--- src/rtl/alu_requester.sv ---
// alu_requester: issues commands into a backpressure-free ALU and returns
// results in issue order. A DEPTH-entry in-order buffer reserves an entry per
// issued op, so a result always has a place to land.
module alu_requester #(
  parameter int DEPTH = 4
) (
  input  logic                       clk,
  input  logic                       rst,
  input  logic                       cmd_valid,
  output logic                       cmd_ready,
  input  logic [2:0]                 cmd_aluop,
  input  logic [31:0]                cmd_a,
  input  logic [31:0]                cmd_b,
  output logic [2:0]                 aluop,
  output logic [31:0]                a,
  output logic [31:0]                b,
  output logic                       valid_i,
  input  logic [31:0]                f,
  input  logic                       valid_o,
  output logic                       rsp_valid,
  input  logic                       rsp_ready,
  output logic [2:0]                 rsp_aluop,
  output logic [31:0]                rsp_a,
  output logic [31:0]                rsp_b,
  output logic [31:0]                rsp_f,
  output logic [$clog2(DEPTH):0]     inflight,
  output logic                       err
);
  localparam int AW = $clog2(DEPTH);
  localparam int PW = AW + 1;

  typedef struct packed {
    logic [2:0]  aluop;
    logic [31:0] a;
    logic [31:0] b;
    logic [31:0] f;
  } entry_t;

  entry_t [DEPTH-1:0] ent_q, ent_d;
  logic [DEPTH-1:0]   done_q, done_d;
  logic [PW-1:0]      alloc_ptr_q, alloc_ptr_d;
  logic [PW-1:0]      res_ptr_q, res_ptr_d;
  logic [PW-1:0]      head_ptr_q, head_ptr_d;
  logic               err_q, err_d;
  logic               valid_i_q, valid_i_d;
  logic [2:0]         aluop_q, aluop_d;
  logic [31:0]        a_q, a_d;
  logic [31:0]        b_q, b_d;

  logic [PW-1:0] count;
  logic [AW-1:0] alloc_idx, res_idx, head_idx;
  logic          issue, capture, pop;

  // Occupancy and handshakes; cmd_ready looks only at registered pointers,
  // so a pop this cycle frees its slot for the next cycle, not this one.
  always_comb begin
    count     = alloc_ptr_q - head_ptr_q;
    inflight  = alloc_ptr_q - res_ptr_q;
    alloc_idx = alloc_ptr_q[AW-1:0];
    res_idx   = res_ptr_q[AW-1:0];
    head_idx  = head_ptr_q[AW-1:0];
    cmd_ready = !rst && (count < PW'(DEPTH));
    rsp_valid = done_q[head_idx] && (count != '0);
    issue     = cmd_valid && cmd_ready;
    capture   = valid_o && (inflight != '0);
    pop       = rsp_valid && rsp_ready;
    rsp_aluop = ent_q[head_idx].aluop;
    rsp_a     = ent_q[head_idx].a;
    rsp_b     = ent_q[head_idx].b;
    rsp_f     = ent_q[head_idx].f;
    aluop     = aluop_q;
    a         = a_q;
    b         = b_q;
    valid_i   = valid_i_q;
    err       = err_q;
  end

  // Next state: issue, capture and pop touch distinct entries, so their
  // updates can be applied in any order within the same cycle.
  always_comb begin
    ent_d       = ent_q;
    done_d      = done_q;
    alloc_ptr_d = alloc_ptr_q;
    res_ptr_d   = res_ptr_q;
    head_ptr_d  = head_ptr_q;
    err_d       = err_q;
    valid_i_d   = issue;
    aluop_d     = aluop_q;
    a_d         = a_q;
    b_d         = b_q;
    if (issue) begin
      ent_d[alloc_idx].aluop = cmd_aluop;
      ent_d[alloc_idx].a     = cmd_a;
      ent_d[alloc_idx].b     = cmd_b;
      ent_d[alloc_idx].f     = '0;
      done_d[alloc_idx]      = 1'b0;
      alloc_ptr_d            = alloc_ptr_q + PW'(1);
      aluop_d                = cmd_aluop;
      a_d                    = cmd_a;
      b_d                    = cmd_b;
    end
    if (capture) begin
      ent_d[res_idx].f = f;
      done_d[res_idx]  = 1'b1;
      res_ptr_d        = res_ptr_q + PW'(1);
    end else if (valid_o) begin
      // A result with nothing outstanding is dropped and flagged.
      err_d = 1'b1;
    end
    if (pop) begin
      done_d[head_idx] = 1'b0;
      head_ptr_d       = head_ptr_q + PW'(1);
    end
  end

  // State register; reset discards every entry at once.
  always_ff @(posedge clk or posedge rst) begin
    if (rst) begin
      ent_q       <= '0;
      done_q      <= '0;
      alloc_ptr_q <= '0;
      res_ptr_q   <= '0;
      head_ptr_q  <= '0;
      err_q       <= 1'b0;
      valid_i_q   <= 1'b0;
      aluop_q     <= '0;
      a_q         <= '0;
      b_q         <= '0;
    end else begin
      ent_q       <= ent_d;
      done_q      <= done_d;
      alloc_ptr_q <= alloc_ptr_d;
      res_ptr_q   <= res_ptr_d;
      head_ptr_q  <= head_ptr_d;
      err_q       <= err_d;
      valid_i_q   <= valid_i_d;
      aluop_q     <= aluop_d;
      a_q         <= a_d;
      b_q         <= b_d;
    end
  end
endmodule

--- config.mk ---
export PLATFORM = sky130hd
export DESIGN_NAME = alu_requester
export DESIGN_NICKNAME = d
export VERILOG_FILES = /design/src/rtl/alu_requester.sv
export SDC_FILE = /design/constraint.sdc
export NUM_CORES = 1
export LEC_CHECK = 0
export ABC_AREA = 1
export CORE_MARGIN = 4
export CORE_UTILIZATION = 55
export CTS_CLUSTER_SIZE = 40
export DETAILED_ROUTE_END_ITERATION = 12
export GPL_ROUTABILITY_DRIVEN = 0
export HOLD_SLACK_MARGIN = 0.03
export PLACE_DENSITY = 0.9
export REMOVE_ABC_BUFFERS = 1
export SYNTH_ARGS = -nofsm -noshare
export SYNTH_HDL_FRONTEND = slang
export SYNTH_SLANG_ARGS = --single-unit
--- constraint.sdc ---
create_clock -name clk -period 18.7 [get_ports clk]
set_input_delay 2.805 -clock clk [delete_from_list [all_inputs] [get_ports clk]]
set_output_delay 2.805 -clock clk [all_outputs]
set_load 0.005 [all_outputs]
==> reports/metrics.csv, run 1 <==
stage,metric,value,unit
outcome,status,completed,
route,DRC,0,
grt,vias in the first global route,18400,
floorplanning,Placeable Area,36800,sq um
worst_setup_path,Worst path max stage delay,0.51,ns
worst_setup_path,worst-case reg-to-reg path depth,9,
floorplanning,Die X-Extent,202,um
clocking,Hold Buf Count CTS,0,
synthesis,number of synthesized flops with an enable pin,0,
layout,area grow syn2layout,21.9,%
clocking,Post-CTS Setup Bufs,0,
layout,Layout Nets,2676,
sta,Final setup viols,0,
worst_setup_path,R2R Setup Slk,15.00,ns
worst_setup_path,"Buf+Inv Stages, Crit Path",4,
clocking,CTS tree,built,
sta,final worst path period share,0.393,
synthesis,ys flop type,dfrtp_1,
layout,final core utilization,0.683,
worst_setup_path,worst flop-to-flop path startpoint,head_ptr_q[0],
floorplanning,Top Ports,277,
synthesis,cell with the most instances after synthesis,nand2_1,
sta,Slew HR,0.227,
route,vias per inst,5.88,
sta,Period minus WS final,7.36,ns
synthesis,post-synthesis sequential area ratio,0.580,
layout,Post-Layout Cell Count,3063,
worst_setup_path,CP max stage cell,clkdlybuf4s50_1,
worst_setup_path,worst path required time,15.89,ns
worst_setup_path,Setup crit start kind,input pin,
worst_setup_path,"most used cell, CP",clkdlybuf4s50_1,
clocking,root buf cell,clkbuf_16,
pwr,Pwr Density,85.0,nW/um^2
layout,n_diodes,0,
clocking,clk slew on worst S/H paths,0.06,ns
clocking,clk_lat worst skew,0.58,ns
synthesis,asr flop ratio synth,1.00,
sta,worst slew pin tran,1.16,ns
synthesis,synth top area cells,"dfrtp_1, nand2_1, o21ai_0, o21ai_1, nor2_1",
synthesis,Post-Synthesis Cells,2381,
synthesis,Ys Warns,0,
grt,initial antenna violation count,1,
floorplanning,Die H,202,um
synthesis,Post-Synthesis Cell Area,20600,sq um
placed_design,post-DP HPWL,32.4,mm
synthesis,"FF+latch count, synth",478,
floorplanning,FP Rows,70,
clocking,clock sinks,478,
route,initial DRC count,1756,
route,first drt pass iteration count,6,
clocking,Max H-tree Level,2,
sta,RSZ-0062 raised after global routing,false,
sta,Clock Skew,0.0111,ns
pwr,P_leak,12.2,nW
layout,share of cells above drive strength 1,0.0497,
sta,Final Max Slew Viols,0,
sta,final hold violation count,0,
sta,FMAX,0.136,GHz
synthesis,top-area cell type share of the netlist area,0.580,
flow_run,number of max-cap violations,0,
placed_design,IO Port Bufs,276,
pwr,VDD IR max,82.1,uV
hold_path,class of the worst hold path,register to register,
clocking,CTS resizes,0,
worst_setup_path,classification of the worst setup path,input pin to primary output,
hold_path,hold depth,2,
grt,grt total ovfl,0,
placed_design,dpl cells,2973,
clocking,Num CTS Buffers,49,
synthesis,post-synth cell types,25,
sta,Setup TNS,0,ns
grt,largest net degree at the start of global routing,112,
grt,first-pass GRT wire length,93.4,mm
worst_setup_path,CP top delay family,buffers and inverters,
worst_setup_path,CP endpoint kind,primary output,
route,WL/cell,18.6,um
grt,GR Util All Layers,0.277,
route,DRT antenna net count,0,
worst_setup_path,crit-path cells,"clkdlybuf4s50_1, inv_8, nand2_1, inv_2, clkdlybuf4s50_1",
synthesis,Post-synth top cells,"nand2_1, dfrtp_1, o21ai_0, o21ai_1, nor2_1",
pwr,Pwr Total,2.14,mW
floorplanning,starting density of the core,0.561,
route,Post-Route WL,56.9,mm
floorplanning,Die Area,40700,sq um
clocking,clock buffer depth,3,
synthesis,Yosys top cell by area,dfrtp_1,
synthesis,Avg Synthesized Cell Area,8.66,sq um
worst_setup_path,CP arrival,4.55,ns
route,via count,18000,
worst_setup_path,crit path max fanout,76,
-- metal layers --
layer	share of wire	routed length, um	GRT usage	vias up
met4	0.028	1580	0.113	2
met2	0.49	28100	0.465	913
li1	-	-	-	8235
met1	0.39	22300	0.357	8724
met5	0.00023	13	0	-
met3	0.087	4960	0.0521	129
-- placed cells by master (no fill, tap or decap) --
master           Yosys  layout
a21oi_1              6       6
buf_4               10      25
bufinv_16            0       7
clkbuf_1            70       9
clkbuf_16            0      51
clkbuf_8             0      12
clkdlybuf4s50_1      0     276
clkinv_2             0      10
clkinvlp_4           0       1
dfrtp_1            478     476
dfrtp_4              0       2
fa_1                 2       2
ha_1                14      14
inv_1               89      86
inv_2                5       5
inv_6                0       2
inv_8                0       1
nand2_1            616     616
nand2_2              1       1
nand2_4              1       1
nand3_1            133     133
nand3_2              4       4
nand3b_2             1       1
nand4_4              0       4
nor2_1             208     208
o21ai_0            319     319
o21ai_1            216     216
o21bai_1             1       1
o22ai_1             99      99
or2_2                2       2
xor2_1               5       5
-- how the worst max path moves through the flow --
stage          cells past startpoint  slack (ns)         to  startpoint
2_1_floorplan                      3       -2.24   register         rst
3_3_place_gp                       5       11.35  cmd_ready         rst
3_5_place_dp                       5       11.34  cmd_ready         rst
4_1_cts                            5       11.33  cmd_ready         rst
5_1_grt                            5       11.22  cmd_ready         rst
6_report                           5       11.34  cmd_ready         rst
-- final cells by class --
cell class / instances / area [sq um]
Inverter: 94 / 367
Tap cell: 468 / 586
Multi-Input combinational cell: 1632 / 7520
Clock buffer: 72 / 1480
Timing Repair Buffer: 301 / 2950
Sequential cell: 478 / 12000
Clock inverter: 18 / 272
Fill cell: 2665 / 11600
-- power breakdown --
part	switching (mW)	internal, mW
Clock	0.401	0.642
Combinational	0.0386	0.0206
Sequential	0.00000000000000000280	1.03
-- stage by stage --
| step | hold WS (ns) | instance area [sq um] | setup slack, ns |
|---|---|---|---|
| floorplan | 0.448 | 19800 | -2.24 |
| global placement | 0.460 | 23400 | 11.35 |
| detailed placement | 0.469 | 23400 | 11.34 |
| CTS | 0.483 | 25100 | 11.33 |
| global route | 0.496 | 25100 | 11.22 |
| finish | 0.477 | 25100 | 11.34 |
-- worst register-to-register path, cell delays in order (launching register included) --
cell,delay [ns]
dfrtp_4,0.60
ha_1,0.25
fa_1,0.41
nand2_1,0.11
nand2_2,0.15
nand4_4,0.10
buf_4,0.75
buf_4,0.87
nand2_1,0.23
o21ai_1,0.15
-- kinds of logic after synthesis --
group | after synthesis | synth area share
simple gates | 970 | 0.189
buf+inv | 271 | 0.0571
flops | 478 | 0.580
fa+ha+maj | 16 | 0.0104
compound gates | 641 | 0.162
xor+xnor | 5 | 0.00212
No activity file was read; power rests on OpenSTA's default activity.
==> run 2, diff against run 1 <==
==> constraint.sdc (replaced) <==
create_clock -name clk -period 7.65 [get_ports clk]
set_input_delay 1.1475 -clock clk [delete_from_list [all_inputs] [get_ports clk]]
set_output_delay 1.1475 -clock clk [all_outputs]
set_load 0.005 [all_outputs]
==> reports/metrics.csv, run 2 (synthesis gave the netlist of run 1 again) <==
stage,metric,value,unit
floorplanning,FP Rows,70,
grt,first-pass GRT wire length,93.0,mm
flow_run,number of max-cap violations,0,
clocking,CTS resizes,0,
grt,GR Util All Layers,0.275,
pwr,VDD IR max,177,uV
route,vias per inst,5.92,
route,WL/cell,18.9,um
outcome,status,completed,
layout,area grow syn2layout,21.3,%
worst_setup_path,CP endpoint kind,primary output,
route,Post-Route WL,57.7,mm
grt,initial antenna violation count,1,
route,initial DRC count,1779,
worst_setup_path,worst path required time,6.50,ns
pwr,Pwr Total,5.11,mW
hold_path,min-delay src,a[26],
clocking,clk slew on worst S/H paths,0.06,ns
clocking,Num CTS Buffers,48,
placed_design,post-DP HPWL,32.8,mm
route,first drt pass iteration count,6,
clocking,clock sinks,478,
placed_design,IO Port Bufs,276,
sta,Final setup viols,0,
clocking,clk_lat worst skew,0.55,ns
clocking,CTS tree,built,
worst_setup_path,Critical Path Source,head_ptr_q[0],
sta,RSZ-0062 raised after global routing,false,
sta,worst hold slack,0.484,ns
sta,Slew HR,0.0754,
sta,final worst path period share,0.687,
grt,vias in the first global route,18300,
sta,final setup margin,2.39,ns
pwr,Pwr Density,204,nW/um^2
worst_setup_path,crit path max fanout,155,
floorplanning,Die X-Extent,202,um
floorplanning,Top Ports,277,
sta,final hold violation count,0,
grt,largest net degree at the start of global routing,205,
sta,FMAX,0.190,GHz
clocking,root buf cell,clkbuf_16,
layout,Layout Nets,2667,
sta,Clock Skew,0.0147,ns
clocking,clock buffer depth,3,
clocking,Post-CTS Setup Bufs,0,
floorplanning,Die Area,40700,sq um
route,via count,18100,
clocking,Max H-tree Level,2,
layout,"commonest non-fill, non-tap cell in the layout",nand2_1,
layout,share of cells above drive strength 1,0.0449,
clocking,Hold Buf Count CTS,0,
worst_setup_path,CP arrival,4.11,ns
layout,most frequent cells in the layout,"nand2_1, dfrtp_1, o21ai_0",
sta,Period minus WS final,5.26,ns
route,DRT antenna net count,0,
layout,n_diodes,0,
sta,worst slew pin tran,1.39,ns
pwr,P_leak,12.1,nW
worst_setup_path,worst flop-to-flop path startpoint,head_ptr_q[1],
grt,grt total ovfl,0,
worst_setup_path,classification of the worst setup path,register to primary output,
worst_setup_path,Setup crit start kind,register,
placed_design,DP Worst Slack,2.81,ns
hold_path,class of the worst hold path,register to register,
floorplanning,starting density of the core,0.561,
route,DRC,0,
sta,Final Max Slew Viols,0,
floorplanning,Die H,202,um
floorplanning,Placeable Area,36800,sq um
## run 2: power breakdown
group          internal [mW]           switching, mW  leakage (nW)  total, mW
combinational         0.0507                  0.0970          4.65      0.148
clock                   1.46                   0.971         0.807       2.43
sequential              2.53  0.00000000000000000629          6.64       2.53
## run 2: worst max-delay path: stages, from the launching register on
cell and delay, ns:
dfrtp_4 0.79, inv_6 0.95, buf_4 0.61, o21ai_0 0.16, o22ai_1 0.36, clkdlybuf4s50_1 0.59
## run 2: routing by layer
| metal | vias up | track usage | wire length, um |
|---|---|---|---|
| li1 | 8223 | - | - |
| met4 | 2 | 0.102 | 1760 |
| met5 | - | 0 | 13 |
| met1 | 8793 | 0.356 | 22400 |
| met2 | 905 | 0.464 | 28400 |
| met3 | 151 | 0.0535 | 5200 |
## run 2: final timing paths
kind,to,slack [ns],cells after the start
hold / removal,a[26],0.48,2
setup / recovery,rsp_f[17],2.39,5
max in group asynchronous,ent_q[202],5.22,3
min in group asynchronous,b[12],1.02,2
hold reg to reg,a[26],0.48,2
setup reg to reg,register,3.29,9
## run 2: cell type report
class | count | area (sq um)
flip-flops and latches | 478 | 12000
inverters | 94 | 367
multi-input cells | 1632 | 7520
clock buffers | 76 | 1480
repair buffers | 293 | 2920
clock inverters | 12 | 173
fillers | 2753 | 11800
well taps | 468 | 586
## run 2: metrics by stage
| step | setup TNS (ns) | util | instances | cell area, sq um |
|---|---|---|---|---|
| after floorplan | -8223.69 | - | 2204 | 19800 |
| after global placement | 0 | 0.635 | 2965 | 23400 |
| after detailed placement | 0 | 0.635 | 2965 | 23400 |
| after CTS | 0 | 0.680 | 3053 | 25000 |
| after global routing | 0 | 0.680 | 3053 | 25000 |
| final | 0 | 0.680 | 3053 | 25000 |
